==> src/rtl/lock_entry_pkg.sv <==
// Shared types and constants for the combination-lock key entry front end.
package lock_entry_pkg;

  // Debounce FSM states for the KEY[0] pushbutton.
  typedef enum logic [1:0] {
    S_ARM   = 2'd0,
    S_IDLE  = 2'd1,
    S_PRESS = 2'd2,
    S_HELD  = 2'd3
  } state_t;

  localparam int DIGIT_W           = 4;
  localparam int MAX_DIGIT_DEFAULT = 9;

  // True when a captured switch value is a legal lock digit.
  function automatic logic digit_ok(input logic [DIGIT_W-1:0] d, input int max_digit);
    return (int'(d) <= max_digit);
  endfunction

endpackage

==> src/rtl/lock_key_entry_sync2.sv <==
// Two-flop synchroniser of parameterised width with a configurable reset value.
module sync2 #(
  parameter int               WIDTH       = 1,
  parameter logic [WIDTH-1:0] RESET_VALUE = '0
) (
  input  logic             clock,
  input  logic             reset,
  input  logic [WIDTH-1:0] d,
  output logic [WIDTH-1:0] q
);

  logic [WIDTH-1:0] meta;

  // Two back-to-back flops give the first stage a full cycle to settle out of metastability.
  always_ff @(posedge clock or negedge reset) begin
    if (!reset) begin
      meta <= RESET_VALUE;
      q    <= RESET_VALUE;
    end else begin
      meta <= d;
      q    <= meta;
    end
  end

endmodule

==> src/rtl/lock_key_entry.sv <==
// Debounces KEY[0] and emits one enter strobe per press with the SW[3:0] digit captured.
module lock_key_entry
  import lock_entry_pkg::*;
#(
  parameter int DEBOUNCE_CYCLES = 1_000_000,
  parameter int MAX_DIGIT       = MAX_DIGIT_DEFAULT
) (
  input  logic               clock,
  input  logic               reset,
  input  logic               key_n,
  input  logic [DIGIT_W-1:0] sw,
  output logic               enter_pulse,
  output logic [DIGIT_W-1:0] digit_out,
  output logic               digit_valid,
  output logic               key_held
);

  localparam int               CNT_W    = $clog2(DEBOUNCE_CYCLES + 1);
  localparam logic [CNT_W-1:0] CNT_LAST = CNT_W'(DEBOUNCE_CYCLES - 1);
  localparam logic [CNT_W-1:0] CNT_ONE  = CNT_W'(1);

  logic               key_s;
  logic [DIGIT_W-1:0] sw_s;
  state_t             state;
  state_t             state_nxt;
  logic [CNT_W-1:0]   cnt;
  logic [CNT_W-1:0]   cnt_nxt;
  logic               capture;

  // The key idles high so its synchroniser resets to "released".
  sync2 #(
    .WIDTH       (1),
    .RESET_VALUE (1'b1)
  ) u_sync_key (
    .clock (clock),
    .reset (reset),
    .d     (key_n),
    .q     (key_s)
  );

  sync2 #(
    .WIDTH       (DIGIT_W),
    .RESET_VALUE ('0)
  ) u_sync_sw (
    .clock (clock),
    .reset (reset),
    .d     (sw),
    .q     (sw_s)
  );

  // Debounce sequencing: a press or a release must be stable for DEBOUNCE_CYCLES samples.
  always_comb begin
    state_nxt = state;
    cnt_nxt   = cnt;
    capture   = 1'b0;
    case (state)
      S_ARM: begin
        if (!key_s) begin
          cnt_nxt = '0;
        end else if (cnt == CNT_LAST) begin
          state_nxt = S_IDLE;
          cnt_nxt   = '0;
        end else begin
          cnt_nxt = cnt + CNT_ONE;
        end
      end
      S_IDLE: begin
        if (!key_s) begin
          state_nxt = S_PRESS;
          cnt_nxt   = CNT_ONE;
        end
      end
      S_PRESS: begin
        if (key_s) begin
          state_nxt = S_IDLE;
          cnt_nxt   = '0;
        end else if (cnt == CNT_LAST) begin
          state_nxt = S_HELD;
          cnt_nxt   = '0;
          capture   = 1'b1;
        end else begin
          cnt_nxt = cnt + CNT_ONE;
        end
      end
      S_HELD: begin
        if (key_s) begin
          state_nxt = S_ARM;
          cnt_nxt   = CNT_ONE;
        end
      end
      default: begin
        state_nxt = S_ARM;
        cnt_nxt   = '0;
      end
    endcase
  end

  // State and counter registers; reset forces a fresh release debounce before any press.
  always_ff @(posedge clock or negedge reset) begin
    if (!reset) begin
      state <= S_ARM;
      cnt   <= '0;
    end else begin
      state <= state_nxt;
      cnt   <= cnt_nxt;
    end
  end

  // Strobe and digit capture happen only on the edge that accepts a press.
  always_ff @(posedge clock or negedge reset) begin
    if (!reset) begin
      enter_pulse <= 1'b0;
      digit_out   <= '0;
      digit_valid <= 1'b1;
    end else begin
      enter_pulse <= capture;
      if (capture) begin
        digit_out   <= sw_s;
        digit_valid <= digit_ok(sw_s, MAX_DIGIT);
      end
    end
  end

  assign key_held = (state == S_HELD);

endmodule
==> config.mk <==
export PLATFORM = sky130hd
export DESIGN_NAME = lock_key_entry
export DESIGN_NICKNAME = d
export VERILOG_FILES = /design/src/rtl/lock_entry_pkg.sv /design/src/rtl/lock_key_entry_sync2.sv /design/src/rtl/lock_key_entry.sv
export SDC_FILE = /design/constraint.sdc
export NUM_CORES = 1
export LEC_CHECK = 0
export ABC_AREA = 1
export ABC_CLOCK_PERIOD_IN_PS = 1730
export CORE_MARGIN = 5
export CORE_UTILIZATION = 58
export DETAILED_ROUTE_END_ITERATION = 10
export PLACE_DENSITY = 0.85
export SLEW_MARGIN = 40
export SYNTH_ARGS = -nofsm -noshare
export SYNTH_HDL_FRONTEND = slang
export SYNTH_SLANG_ARGS = --single-unit
export TNS_END_PERCENT = 1
==> constraint.sdc <==
create_clock -name clock -period 1.73 [get_ports clock]
set_input_delay 0.346 -clock clock [delete_from_list [all_inputs] [get_ports clock]]
set_output_delay 0.346 -clock clock [all_outputs]
set_load 0.005 [all_outputs]
# Word level (Yosys, flattened, before mapping)
# Index checks and enable logic that the tools add are counted.
[totals]
inputBits = 7
regBits = 38
word_cells = 39
out_inout_bits = 7
[classes]
n_lt_le_gt_ge = 1
n_addsub = 1
n_mux = 16
reduce_logical = 3
eq_ne = 9
[op_table]
columns = ["operator", "n"]
rows = [
  ["$mux W20", 5],
  ["$pmux W20 S4", 1],
  ["$add A20 B1 Y20 const B", 1],
  ["$eq A20 B20 Y1 const B", 1],
  ["$mux W2", 6],
  ["$pmux W2 S4", 1],
  ["$reduce_and A5 Y1", 1],
  ["$eq A2 B2 Y1 const B", 2],
  ["$le A4 B4 Y1 const B", 1],
  ["$ne A2 B1 Y1 const B", 2],
  ["$ne A2 B2 Y1 const B", 2],
  ["$mux W1", 3],
  ["$ne A3 B2 Y1 const B", 1],
  ["$eq A2 B1 Y1 const B", 1],
  ["$logic_not A2 Y1", 1],
  ["$reduce_and A2 Y1", 1],
]

# Longest topological paths before layout
# Gate-level depths: netlist of run 1.
[depth]
word_depth = 4
ltp_mapped = 10
ltp_nobuf = 9

# Cells and area by module
# From an unflattened synthesis of run 1, not the netlist that was laid out.
[unflattened]
hier_cells = 255
hier_area_um2 = 2084.5
[modules_own_cells]
columns = ["mod", "cells_per_inst", "seq_area_each_um2", "area_each_um2", "instances"]
rows = [
  ["lock_key_entry", 245, 701.9, 1831.8, 1],
  ["sync2 at u_sync_sw", 8, 200.2, 200.2, 1],
  ["sync2 at u_sync_key", 2, 52.6, 52.6, 1],
]

# Worst setup path before layout of run 1
# Ideal clock, no wire load.
[synth_path]
path_type = "flip-flop to flip-flop"
from = "reg cnt[0]"
to = "reg cnt[4]"
synth_period_minus_slack_ns = 1.413
t_arrival_ns = 1.293
path_slack_ns = 0.317
required_ns = 1.610
n_path_buf = 0
path_stages_with_launch = 10
setup_time_ns = 0.120
path_cell_list = "dfrtp_1 ha_1 nand2_1 nor2_2 nand2_1 nand3b_4 nand2_2 nand2_4 inv_4 nor2_1"
[synth_between]
elab_chain_len = 4
word_cells_on_any_way = 6
cone_classes = "1 x add/sub; 1 x eq/ne; 4 x mux"
[synth_lines]
columns = ["item", "line_no", "source"]
rows = [
  ["start, declared", "lock_key_entry.sv:26", "logic [CNT_W-1:0] cnt;"],
  ["start signal, assigned", "lock_key_entry.sv:105", "cnt <= cnt_nxt;"],
  ["$add A20 B1 Y20 / $eq A20 B20 Y1 (equally long branches)", "--", ""],
  ["$mux W20 *", "lock_key_entry.sv:60, lock_key_entry.sv:77", ""],
  ["$mux W20, on equally long branches", "lock_key_entry.sv:74, lock_key_entry.sv:58", ""],
  ["$pmux W20 S4 *", "lock_key_entry.sv:56", "case (state)"],
]
# Mark *: on every way between the ends. The rest lies on a longest branch, timed or not.
# A chain may end at the register's enable or synchronous reset.

# Final worst setup path of run 1
[layout_path]
from = "reg cnt[0]"
to = "reg cnt[2]"
# The elaborated chain is that of the path after synthesis.

==> results of run 1 <==
==> layer usage <==
metal,part of all wire [%],up-vias,track usage (%)
li1,-,828,-
met1,45,771,29.7
met2,47,63,29.8
met3,6.6,6,3.94
met4,1.4,0,9.68
met5,0,-,0
==> worst max-delay path: stages, from the launching register on <==
cell	delay [ns]
dfrtp_1	0.40
ha_2	0.21
nand2_1	0.09
nor2_4	0.12
nand2_1	0.09
nand3b_4	0.21
nand2_2	0.12
nand2_4	0.11
inv_4	0.13
nor2_1	0.06
==> repair_timing <==
item                       in CTS  in global routing
hold endpoints to repair       16                  0
setup endpoints to repair       2                 10
hold buffers                    1                  0
buffers inserted                1                  2
resized for setup               3                  2
==> layout make-up <==
cell class              instances  area (µm²)
clock buffers                   6        51.3
clock inverters                 2        12.5
fillers                       280        1050
inverters                      33         126
multi-input cells             178         870
flip-flops and latches         38         956
well taps                      46        57.6
repair buffers                 20         190
==> path summary, 6_finish.rpt <==
| kind | from | end | slack (ns) |
|---|---|---|---|
| hold / removal | u_sync_key.meta | u_sync_key.q | 0.35 |
| hold reg to reg | u_sync_key.meta | u_sync_key.q | 0.35 |
| setup / recovery | cnt[0] | cnt[2] | 0.08 |
| min in group asynchronous | reset | cnt[14] | 0.42 |
| setup reg to reg | cnt[0] | cnt[2] | 0.08 |
| max in group asynchronous | reset | u_sync_key.meta | 0.76 |
==> flip-flops by register name, summed over array words and instances (netlist names), 2 cells and up <==
name and cells:
digit_out 4, cnt 20, state 2, u_sync_sw.meta 4, u_sync_sw.q 4
==> per-stage QoR <==
step	setup TNS (ns)	util [%]	hold slack, ns
2_1_floorplan	0	-	0.0504
3_3_place_gp	0	65.3	0.296
3_5_place_dp	0	65.3	0.300
4_1_cts	0	67.7	0.356
5_1_grt	-0.000798	68.4	0.361
6_report	0	68.4	0.345
==> cell families (layout without fill, tap and decap cells) <==
| group | after synthesis | count (layout) |
|---|---|---|
| AND/OR/NAND/NOR | 164 | 164 |
| adder cells (fa/ha/maj) | 1 | 1 |
| buffers and inverters | 35 | 61 |
| flip-flops | 38 | 38 |
| AO/OA/AOI/OAI | 6 | 6 |
| XOR/XNOR | 7 | 7 |
==> layout by cell type, fill, tap and decap left out, drive strengths merged <==
master | Yosys | final
nand2 | 74 | 74
nor2 | 57 | 57
dfrtp | 35 | 35
inv | 33 | 33
nand3 | 16 | 16
nand4 | 12 | 12
clkdlybuf4s50 | 0 | 10
buf | 1 | 7
clkbuf | 1 | 6
o21ai | 5 | 5
xor2 | 5 | 5
dfstp | 3 | 3
nor3 | 3 | 3
xnor2 | 2 | 2
dlygate4sd2 | 0 | 2
nand3b | 2 | 2
o31a | 1 | 1
ha | 1 | 1
clkinv | 0 | 1
clkinvlp | 0 | 1
dlygate4sd3 | 0 | 1
==> report_power, final <==
group          internal (mW)  switching, mW
clock                  0.195          0.305
sequential             0.907         0.0122
combinational         0.0334         0.0460
==> results.json, run 1 <==
{
  "synth_area_leaders": "dfrtp_1 45%, nand2_1 12%, nor2_1 9.8%",
  "yosysTopAreaCell": "dfrtp_1",
  "cts_tree": "yes",
  "cap_violations": 0,
  "place_area_um2": 2160,
  "viasPerCell": 5.16,
  "ys_warn_count": 0,
  "outcome": "finished clean",
  "synth_compound_area_share_pct": 1.72,
  "grt_pass1_vias": 1506,
  "finalSetupViolations": 0,
  "drtIter0Drc": 165,
  "placedCellCount": 311,
  "maxSlewHeadroom_pct": 72.3,
  "synth_top_cell_area_share_pct": 44.7,
  "fin_crit_sh_pct": 95.4,
  "period_needed_ns": 1.65,
  "hp-class": "flop to flop",
  "clk_latency_ns": 0.36,
  "synth_top_family_by_area": "simple AND/OR/NAND/NOR gates",
  "drive_gt1_share_pct": 15.2,
  "cts_root_buf": "clkbuf_4",
  "core_um2": 3310,
  "synth_xor_area_share_pct": 3.13,
  "worst_slew_pin_slew_ns": 0.415,
  "synthTopCellsByCount": "65 x nand2_1, 51 x nor2_1, 35 x dfrtp_1",
  "skew_ns": 0.0213,
  "synth_edf_count": 0,
  "crit_path_start_kind": "flop",
  "ctsLongestPathBuffers": 2,
  "routed_wl_mm": 4.16,
  "ant_nets": 0,
  "dieWidth_um": 68.1,
  "die_area_um2": 4640,
  "dpl_worst_slack_ns": 0.0372,
  "worstPathMaxFanout": 10,
  "globalplace.congestion": 0.958,
  "yosysMostFrequentCell": "nand2_1",
  "vias": 1668,
  "clk_pin_slew_ns": 0.13,
  "clkSinkCount": 38,
  "critPathRequiredTime_ns": 1.97,
  "synth-adder-area-share_pct": 0.639,
  "max_freq_ghz": 0.606,
  "synthFlopType": "dfrtp_1",
  "worstHoldPathCells": 0,
  "synth-simple-area-share_pct": 38.5,
  "async_flop_share_pct": 100,
  "powerDensity_nw_per_um2": 662,
  "ff2ff_path_depth": 9,
  "start_util_pct": 59.2,
  "grt_pass1_wl_mm": 6.90,
  "muxShareOfSynthArea_pct": 0,
  "drv_slew": 0,
  "syn_area_per_cell_um2": 7.81,
  "final_cell_area_um2": 2260,
  "crit_arrival_ns": 1.89,
  "numCtsBuffers": 5,
  "end_kind": "flop",
  "synth.distinct_cells": 25,
  "diodes": 0,
  "grt_max_degree": 22,
  "syn_inst": 251,
  "post-dp-hpwl_mm": 3.11,
  "htree_levels": 2,
  "finalHoldViolCount": 0,
  "io-pin-count": 14,
  "fp.dieH_um": 68.1,
  "grt_usage_pct": 20.6,
  "crit_type": "flop to flop",
  "netlist_area_um2": 1960,
  "setup_ws_ns": 0.0803,
  "ys_seq_area_share_pct": 48.7,
  "synth_nets": 259,
  "areaGrowthSynthToFinish_pct": 15.5,
  "final_net_count": 284,
  "synth_seq_cells": 38,
  "io_buffers": 13,
  "antenna_found_initial": 0,
  "p_leak_nw": 1.10,
  "wire_per_inst_um": 12.9,
  "stdcell_count": 323,
  "first_pass_iters": 5,
  "drc": 0,
  "ir_drop_v": 0.000565,
  "power_mw": 1.50,
  "overflow": 0,
  "num_rows": 21
}
(Power assumes the default switching activity.)
==> run 2, diff against run 1 <==
--- a/config.mk
+++ b/config.mk
@@ -9,9 +9,11 @@
 export ABC_CLOCK_PERIOD_IN_PS = 1730
 export CORE_MARGIN = 5
 export CORE_UTILIZATION = 58
+export CTS_CLUSTER_SIZE = 30
 export DETAILED_ROUTE_END_ITERATION = 10
 export PLACE_DENSITY = 0.85
-export SLEW_MARGIN = 40
+export SKIP_LAST_GASP = 1
+export SLEW_MARGIN = 0
 export SYNTH_ARGS = -nofsm -noshare
 export SYNTH_HDL_FRONTEND = slang
 export SYNTH_SLANG_ARGS = --single-unit
==> run 2 against run 1 <==
Worst hold slack got worse by 0.0016 ns. Final area decreased by 0.28%. Die area unchanged. Sequential share of layout area increased by 0.12 points. Routed wire length decreased by 1.1%. Combinational power decreased by 6.2%. Register-to-register slack got worse by 0.04 ns. Global-route usage unchanged. Via count increased by 0.48%. First-iteration DRC count decreased by 12%. Non-clock buffer count unchanged. Final cell count unchanged.
==> results.json, run 2 (synthesis results as in run 1) <==
{
  "maxSlewHeadroom_pct": 72.5,
  "viasPerCell": 5.19,
  "overflow": 0,
  "routed_wl_mm": 4.12,
  "largest_reg_flops": 20,
  "crit_type": "flop to flop",
  "drtIter0Drc": 145,
  "worstPathMaxFanout": 10,
  "skew_ns": 0.0238,
  "num_rows": 21,
  "p_leak_nw": 1.09,
  "power_mw": 1.50,
  "powerDensity_nw_per_um2": 664,
  "clk_latency_ns": 0.37,
  "io_buffers": 13,
  "clkSinkCount": 38,
  "finalHoldViolCount": 0,
  "critPathRequiredTime_ns": 1.97,
  "areaGrowthSynthToFinish_pct": 15.2,
  "ir_drop_v": 0.000595,
  "ant_nets": 0,
  "finalSetupViolations": 0,
  "holdWs_ns": 0.344,
  "final_net_count": 284,
  "max_freq_ghz": 0.593,
  "outcome": "finished clean",
  "start_util_pct": 59.2,
  "cts_root_buf": "clkbuf_4",
  "top_register": "cnt",
  "cap_violations": 0,
  "stdcell_count": 323,
  "end_kind": "flop",
  "diodes": 0,
  "placedCellCount": 311,
  "grt_usage_pct": 20.6,
  "rsz0062_at_grt": "true",
  "io-pin-count": 14,
  "fp.dieH_um": 68.1,
  "wire_per_inst_um": 12.7,
  "period_needed_ns": 1.69,
  "finish.utilization_pct": 68.2,
  "ctsLongestPathBuffers": 2,
  "dieWidth_um": 68.1,
  "hp-class": "flop to flop",
  "grt_max_degree": 22,
  "layout_commonest_cell": "nand2_1",
  "first_pass_iters": 5,
  "fin_crit_sh_pct": 97.4,
  "drv_slew": 0,
  "grt_pass1_wl_mm": 6.90,
  "post-dp-hpwl_mm": 3.11,
  "vias": 1676,
  "worst_slew_pin_slew_ns": 0.412,
  "crit_path_start_kind": "flop",
  "die_area_um2": 4640,
  "drc": 0,
  "globalplace.congestion": 0.958,
  "core_um2": 3310,
  "numCtsBuffers": 5,
  "cts_tree": "yes",
  "clk_pin_slew_ns": 0.13,
  "htree_levels": 2,
  "grt_pass1_vias": 1506,
  "drive_gt1_share_pct": 14.8,
  "antenna_found_initial": 0,
  "crit_arrival_ns": 1.93,
  "final_cell_mix": "65 x nand2_1, 51 x nor2_1, 34 x dfrtp_1, 29 x inv_1, 15 x nand3_1"
}
## run 2: per-stage QoR
step	area (µm²)	setup TNS [ns]	setup WS, ns
6_report	2260	0	0.0448
5_1_grt	2260	-0.166	-0.0347
4_1_cts	2240	-0.00369	-0.00369
3_5_place_dp	2160	0	0.0372
3_3_place_gp	2160	0	0.118
2_1_floorplan	1960	0	0.317
## run 2: what timing repair did
action / in CTS / in global routing
buffers inserted: 1 / 2
endpoints found under the hold margin: 16 / 0
setup endpoints to repair: 2 / 11
resized for setup: 2 / 0
hold buffers: 1 / 0
pin swaps: 0 / 0
## run 2: report_power, final
part / internal (mW) / switching, mW / leakage, nW
Sequential: 0.907 / 0.0130 / 0.498
Combinational: 0.0299 / 0.0446 / 0.561
Clock: 0.195 / 0.309 / 0.0343
Total: 1.13 / 0.366 / 1.09
## run 2: worst max-delay path: stages, from the launching register on
cell and delay (ns):
dfrtp_1 0.40, ha_1 0.21, nand2_1 0.07, nor2_2 0.15
nand2_1 0.11, nand3b_4 0.21, nand2_2 0.12, nand2_4 0.11
inv_4 0.13, nor2_1 0.06
## run 2: area by class of cell
cell class / count / area [µm²]
multi-input combinational: 178 / 862
sequential: 38 / 956
clock inverter: 2 / 12.5
fill: 284 / 1050
inverter: 33 / 126
clock buffer: 6 / 51.3
timing repair buffer: 20 / 191
tap: 46 / 57.6
## run 2: path summary, 6_finish.rpt
path,to,slack (ns),from,cells past startpoint
hold / removal,u_sync_key.q,0.34,u_sync_key.meta,0
min in group asynchronous,cnt[14],0.42,reset,2
setup reg to reg,cnt[2],0.04,cnt[0],9
max in group asynchronous,u_sync_key.meta,0.76,reset,3
setup / recovery,cnt[2],0.04,cnt[0],9
hold reg to reg,u_sync_key.q,0.34,u_sync_key.meta,0
## run 2: metal layers
metal / part of all wire (%) / wire, µm / track usage [%] / vias up
li1: - / - / - / 832
met1: 45 / 1860 / 29.7 / 766
met2: 46 / 1880 / 29.8 / 66
met3: 7.0 / 288 / 3.94 / 12
met4: 2.1 / 87 / 9.68 / 0
met5: 0 / 0 / 0 / -
